$ cat config.mk
export PLATFORM = sky130hd
export DESIGN_NAME = alu_arbiter
export DESIGN_NICKNAME = d
export VERILOG_FILES = /design/src/rtl/alu_arbiter_pkg.sv /design/src/rtl/alu_arbiter_alu.sv /design/src/rtl/alu_arbiter.sv
export SDC_FILE = /design/constraint.sdc
export NUM_CORES = 1
export LEC_CHECK = 0
export ABC_AREA = 1
export BUFFER_PORTS_ARGS = -buffer_cell sky130_fd_sc_hd__buf_2
export CORE_MARGIN = 10
export CORE_UTILIZATION = 35
export CTS_BUF_LIST = sky130_fd_sc_hd__clkbuf_2
export DETAILED_ROUTE_END_ITERATION = 7
export PLACE_DENSITY_LB_ADDON = 0.25
export SLEW_MARGIN = 10
export SYNTH_ARGS = -nofsm -noshare
export SYNTH_HDL_FRONTEND = slang
export SYNTH_HIERARCHICAL = 1
export SYNTH_SLANG_ARGS = --single-unit
$ cat constraint.sdc
create_clock -name clk -period 2.61 [get_ports clk]
set_input_delay 0.1305 -clock clk [delete_from_list [all_inputs] [get_ports clk]]
set_output_delay 0.1305 -clock clk [all_outputs]
set_load 0.005 [all_outputs]
$ cat src/rtl/alu_arbiter_pkg.sv
// alu_arbiter_pkg
//   Shared definitions for the ALU arbiter slice: ALU control codes and the
//   arbiter FSM state encoding.
package alu_arbiter_pkg;

    localparam logic [3:0] ALU_ADD   = 4'b0000;
    localparam logic [3:0] ALU_SUB   = 4'b0001;
    localparam logic [3:0] ALU_XOR   = 4'b0010;
    localparam logic [3:0] ALU_PASSB = 4'b0011;

    typedef enum logic [1:0] {
        IDLE = 2'b00,
        EXEC = 2'b01,
        RESP = 2'b10
    } state_t;

endpackage

$ cat src/rtl/alu_arbiter_alu.sv
// alu_arbiter_alu
//   Combinational single-cycle integer ALU shared by the arbiter.
//   Ports:
//     a, b : WIDTH-bit operands
//     op   : OPW-bit alu_control code
//     y    : WIDTH-bit result (add/sub wrap modulo 2^WIDTH, unknown codes give 0)
module alu_arbiter_alu
    import alu_arbiter_pkg::*;
#(
    parameter int WIDTH = 32,
    parameter int OPW   = 4
) (
    input  logic [WIDTH-1:0] a,
    input  logic [WIDTH-1:0] b,
    input  logic [OPW-1:0]   op,
    output logic [WIDTH-1:0] y
);

    logic signed [WIDTH-1:0] sa;
    logic signed [WIDTH-1:0] sb;

    assign sa = $signed(a);
    assign sb = $signed(b);

    // Two's-complement add/sub in WIDTH bits gives the modulo wrap directly.
    always_comb begin
        y = '0;
        case (op)
            OPW'(ALU_ADD):   y = sa + sb;
            OPW'(ALU_SUB):   y = sa - sb;
            OPW'(ALU_XOR):   y = a ^ b;
            OPW'(ALU_PASSB): y = b;
            default:         y = '0;
        endcase
    end

endmodule

$ cat src/rtl/alu_arbiter.sv
// alu_arbiter
//   Shares one combinational ALU between the execute stage (requester 0) and
//   the branch/address-generation unit (requester 1). Round-robin arbitration,
//   valid/ready on the request and response sides. An accepted request is
//   latched, the ALU is evaluated for one cycle (EXEC), and the result is held
//   in the response register (RESP) until the consumer takes it.
//   Ports:
//     clk, rst_n                       : clock, asynchronous active-low reset
//     reqX_valid/ready/a/b/op (X=0,1)  : request channels
//     rsp_valid/ready/result/id        : response channel, id = owning requester
module alu_arbiter
    import alu_arbiter_pkg::*;
#(
    parameter int WIDTH = 32,
    parameter int OPW   = 4
) (
    input  logic             clk,
    input  logic             rst_n,
    input  logic             req0_valid,
    output logic             req0_ready,
    input  logic [WIDTH-1:0] req0_a,
    input  logic [WIDTH-1:0] req0_b,
    input  logic [OPW-1:0]   req0_op,
    input  logic             req1_valid,
    output logic             req1_ready,
    input  logic [WIDTH-1:0] req1_a,
    input  logic [WIDTH-1:0] req1_b,
    input  logic [OPW-1:0]   req1_op,
    output logic             rsp_valid,
    input  logic             rsp_ready,
    output logic [WIDTH-1:0] rsp_result,
    output logic             rsp_id
);

    state_t           state;
    logic             last_grant;
    logic [WIDTH-1:0] lat_a_p0;
    logic [WIDTH-1:0] lat_b_p0;
    logic [OPW-1:0]   lat_op_p0;
    logic             lat_id_p0;
    logic             winner;
    logic             can_accept;
    logic             accept;
    logic [WIDTH-1:0] alu_y;

    // Round-robin: a lone requester wins; on contention the one not granted last.
    always_comb begin
        winner = ~last_grant;
        if (req0_valid && !req1_valid) begin
            winner = 1'b0;
        end else if (req1_valid && !req0_valid) begin
            winner = 1'b1;
        end
    end

    assign can_accept = (state == IDLE) || ((state == RESP) && rsp_ready);

    // rst_n gating keeps both readys low for the whole reset, not just after it.
    assign req0_ready = rst_n && can_accept && !winner && req0_valid;
    assign req1_ready = rst_n && can_accept &&  winner && req1_valid;
    assign accept     = req0_ready || req1_ready;

    alu_arbiter_alu #(
        .WIDTH (WIDTH),
        .OPW   (OPW)
    ) u_alu (
        .a  (lat_a_p0),
        .b  (lat_b_p0),
        .op (lat_op_p0),
        .y  (alu_y)
    );

    always_ff @(posedge clk or negedge rst_n) begin
        if (!rst_n) begin
            state      <= IDLE;
            last_grant <= 1'b1;
            lat_a_p0   <= '0;
            lat_b_p0   <= '0;
            lat_op_p0  <= '0;
            lat_id_p0  <= 1'b0;
            rsp_valid  <= 1'b0;
            rsp_result <= '0;
            rsp_id     <= 1'b0;
        end else begin
            // Request latch: an accepted request is captured from IDLE or RESP.
            if (accept) begin
                lat_a_p0   <= winner ? req1_a  : req0_a;
                lat_b_p0   <= winner ? req1_b  : req0_b;
                lat_op_p0  <= winner ? req1_op : req0_op;
                lat_id_p0  <= winner;
                last_grant <= winner;
            end
            case (state)
                IDLE: begin
                    if (accept) state <= EXEC;
                end
                // Response register: ALU output captured after one EXEC cycle.
                EXEC: begin
                    rsp_result <= alu_y;
                    rsp_id     <= lat_id_p0;
                    rsp_valid  <= 1'b1;
                    state      <= RESP;
                end
                RESP: begin
                    if (rsp_ready) begin
                        rsp_valid <= 1'b0;
                        state     <= accept ? EXEC : IDLE;
                    end
                end
                default: state <= IDLE;
            endcase
        end
    end

endmodule

# After elaboration in Yosys (flattened, before gate mapping)

Cells that the tools add are included.

Add/subtract/negate cells: 2
Equal/unequal tests: 7
Mux-type cells: 12
Bitwise logic cells: 2
Reductions and logical operators: 18

Operators with widths:

| cell                                                            | count |
|---|---|
| 32-bit case mux with 4 select lines                             | 1 |
| 32-bit two-way mux                                              | 2 |
| 32-bit adder                                                    | 1 |
| 32-bit subtractor                                               | 1 |
| 32-bit XOR                                                      | 1 |
| 4-bit by 2-bit == test with 1-bit output, second input constant | 2 |
| 1-bit logical AND                                               | 8 |
| 2-bit case mux with 3 select lines                              | 1 |
| 4-bit by 1-bit == test with 1-bit output, second input constant | 1 |
| 4-bit logical NOT                                               | 1 |
| 1-bit two-way mux                                               | 4 |
| 2-bit two-way mux                                               | 2 |
| 4-bit two-way mux                                               | 1 |
| 2-bit inequality test, second input constant                    | 2 |
| 2-bit AND reduction                                             | 2 |
| 1-bit logical NOT                                               | 3 |
| 2-bit by 1-bit == test with 1-bit output, second input constant | 1 |
| 2-bit == test, second input constant                            | 1 |
| 2-bit logical NOT                                               | 1 |
| 1-bit logical OR                                                | 2 |
| 1-bit case mux with 2 select lines                              | 1 |
| 2-bit nonzero test                                              | 1 |
| 1-bit NOT                                                       | 1 |

Bits in registers: 106
Output and inout port bits: 36
Word-level logic and storage cells: 50

# Longest topological paths before layout

Depth in word-level cells: 11
Mapped depth: 27
Depth with buffers taken out: 27

# Cells and area by module

Netlist, hierarchy kept.

Modules (own cells, without submodules):

| module          | instances | cells each | area each (µm²) | sequential area each (µm²) |
|---|---|---|---|---|
| alu_arbiter     | 1         | 687        | 5,067.4         | 2,653.8 |
| alu_arbiter_alu | 1         | 775        | 4,050.1         | 0.0 |

# Worst setup path before layout

No wires, ideal clock.

Path kind: register to register
Start point: register lat_b_p0[0]
End point: register rsp_result[31]
Setup time: 117 ps
Arrival: 2,639 ps
Required time: 2,493 ps
Slack: -146 ps
Stages on the path, launching flop included: 26
Buffers on the path: 0
Clock period less this slack: 2,756 ps
Cells stage by stage: dfrtp_1 inv_1 ha_1 nand3_1 inv_1 nand2_2 nor2_4 nand2_1 nand2_2 o211ai_2 xnor2_1 ha_1 nand2_1 inv_1 a21oi_1 nand2_1 nand2_1 nand2_1 inv_1 nand2_1 inv_1 nand2_1 nand3_1 nand2_1 nand2_1 nand2_1

Cells in the longest elaborated chain, start to end: 2

Ends and longest elaborated chain:

| item                                              | RTL line                                     | text |
|---|---|---|
| start, declared                                   | alu_arbiter.sv:38                            | `logic [WIDTH-1:0] lat_b_p0;` |
| start signal, assigned                            | alu_arbiter.sv:88                            | `lat_b_p0 <= winner ? req1_b : req0_b;` |
| 32-bit subtractor or 32-bit adder (tied branches) | alu_arbiter_alu.sv:30, alu_arbiter_alu.sv:29 |  |
| 32-bit case mux with 4 select lines (*)           | alu_arbiter_alu.sv:28                        | `case (op)` |
| named net alu_y[31]                               | alu_arbiter.sv:44                            | `logic [WIDTH-1:0] alu_y;` |
| end signal, assigned                              | alu_arbiter.sv:99                            | `rsp_result <= alu_y;` |
| end, declared                                     | alu_arbiter.sv:31                            | `output logic [WIDTH-1:0] rsp_result,` |

Mark *: on every way through the listed nets, which the timed path passes. The rest lies on a longest branch.
A chain may end at the register's enable or synchronous reset.

# Final worst setup path

Start point: register lat_b_p0[1]
End point: register rsp_result[26]

The elaborated chain is that of the path after synthesis.

==> impl_metrics.toml <==
[synth]
syn-cell-area_sq_um = 9117
yosysTopAreaCellShare_pct = 28.82
syn-num-nets = 1636
synth-edff-count = 0
avgSynthCellArea_sq_um = 6.236
synth_flop_cell = "dfrtp_1"
ys_seq_area_share_pct = 29.11
yosys.area.top_type = "dfrtp_1"
synth_cell_types = 50
ys.warnings.count = 6
synthCells = 1462
synthTopCellsByArea = "dfrtp_1, nand2_1, nand3_1"
async_flop_share_pct = 100.0
synth-seq-cells = 106

[setup_path]
worstPathRequired_ns = 3.23
worst_setup_path_end_kind = "register"
start_kind = "register"
arrival_ns = 3.66
cp_max_fo = 4
critPathKind = "reg -> reg"

[final_layout]
layout_commonest_cell = "nand2_1"
drive_gt1_share_pct = 32.82
stdcell_area_sq_um = 14250
final_cell_mix = "nand2_1, nand3_1, buf_4"
area_growth_pct = 56.32
fin_util_pct = 55.16
final_nets = 2104

[floorplan]
io_pins = 177
die_h_um = 181.4
dieArea_sq_um = 32910
row_count = 59
initial_core_util_pct = 35.29
die_w_um = 181.4
core-area_sq_um = 25840

[detailed_routing]
wl_per_cell_um = 15.81
postRouteAntennaNets = 0
drt_drc_violations_left = 0
drt_iter0_markers = 918
dr.pass1.iters = 5
routed_wl_um = 35940
dr_total_vias = 11225
vias_per_cell = 4.936

[worst_hold_path]
hold_class = "in -> reg"

[power]
powerDensity_nw_per_um2 = 1490
ir_worst_vdd_mv = 0.7772
power.leakage_nw = 7.672
power.total_mw = 21.24

[outcome]
status = "complete, but fails checks"
violations = "negative setup slack"

[run]
drv_cap = 0

[grt]
grt_max_degree = 72
grt-ovfl-total = 0
first_global_vias = 10932
track_usage_pct = 20.77
grt_first_pass_wirelength_um = 56550
antenna_found_initial = 3

[timing]
slew_headroom_pct = 48.89
rsz0062_at_grt = "true"
tightestPinTransition_ns = 0.7666
hold_violations = 0
tns_ns = -8.397
setup_viol = 29
fmax_mhz = 328.7
slew_viol_final = 0
setup_ws_ns = -0.4325
skew_ns = 0.04240
period_minus_slack_ns = 3.043
period_share_pct = 116.6

[cts]
clock_sinks = 106
clk_pin_slew_ns = 0.32
cts_buffer_depth = 2
numCtsBuffers = 9
clock_latency_ns = 0.67
cts_htree_levels = 3
cts_tree = "yes"
ctsRootBufferMaster = "clkbuf_2"

[placed_design]
preCtsSetupSlack_ns = -0.4824
place.gp.congestion = 0.9859
hpwl_um = 25860
portBuffers = 176
placed_cell_area_sq_um = 11560
cells in the mapped netlist, drive strengths merged (15+ instances only):
cell / number
clkbuf: 30
or2: 15
buf: 28
nand3: 200
ha: 32
nor2: 72
o21ai: 40
nand2: 627
inv: 146
dfrtp: 105
a21oi: 55
xor2: 34
kinds of logic (layout without fill, tap and decap cells):
logic type,after synthesis,count (layout),share of synthesized area (%)
AOI/OAI and AO/OA,130,130,8.549
xor gates and xnor gates,44,44,4.227
adders and majority gates,33,33,4.611
buffers and inverters,205,678,9.167
DFF,106,106,29.11
other,0,4,0
and+or+nand+nor,944,944,44.34
power breakdown:
| group | switching (mW) | internal [mW] |
|---|---|---|
| sequential | 0.744 | 2.33 |
| combinational | 9.31 | 7.92 |
| clock | 0.616 | 0.325 |
| total | 10.7 | 10.6 |
worst paths after layout:
path | from | cells after the start | endpoint | slack, ns
min | req1_valid | 5 | state[0] | 0.06
max reg2reg | lat_b_p0[1] | 22 | rsp_result[26] | -0.43
max in group asynchronous | rst_n | 3 | lat_b_p0[2] | 1.82
min reg2reg | state[0] | 1 | state[1] | 0.50
max | lat_b_p0[1] | 22 | rsp_result[26] | -0.43
min in group asynchronous | rst_n | 3 | rsp_result[30] | 0.15
metrics by stage:
stage	hold slack, ns	cells
finish	0.05775	2274
global route	0.05720	2274
CTS	0.01552	2255
detailed placement	0.1483	2079
global placement	0.1486	2079
floorplan	-0.1651	1462
registers in the layout, summed over array words and instances (netlist names):
name / count
rsp_valid: 1
rsp_result: 32
last_grant: 1
lat_op_p0: 4
lat_id_p0: 1
state: 2
lat_b_p0: 32
rsp_id: 1
lat_a_p0: 32
worst max-delay path, cell delays in order, from the launching register on:
cell and delay (ns):
dfrtp_2 0.51, inv_2 0.09, ha_4 0.16, nand3_4 0.08
inv_2 0.07, nand2_4 0.06, nor2_4 0.15, nand2_2 0.09
nand2_4 0.09, o211ai_2 0.10, xnor2_1 0.15, ha_2 0.41
nand2_2 0.13, nor2_4 0.15, nand2_1 0.10, nor3_1 0.14
nand2_1 0.13, nand2_1 0.09, nand2_1 0.05, nand3_1 0.06
nand2_1 0.06, nand2_1 0.09, nand2_1 0.05
metal layers:
layer	routed length, um	part of all wire (%)	global-route usage (%)
met5	0	0	0
met4	792	2.2	6.411
met3	2400	6.7	3.479
met2	16070	45	32.05
met1	16680	46	28.94
layout make-up:
class	instances	area (sq um)
Fill cell	2491	11580
Clock buffer	9	45.04
Clock inverter	7	100.1
Antenna cell	4	10.01
Tap cell	335	419.2
Timing Repair Buffer	515	3882
Sequential cell	106	2660
Inverter	147	556.8
Multi-Input combinational cell	1151	6579
what timing repair did:
action,CTS,global route
endpoints found under the setup margin,29,29
resized for setup,108,128
endpoints found under the hold margin,177,0
pin swaps,36,60
hold buffers,141,0
buffers inserted,19,15
(Power assumes the default switching activity.)
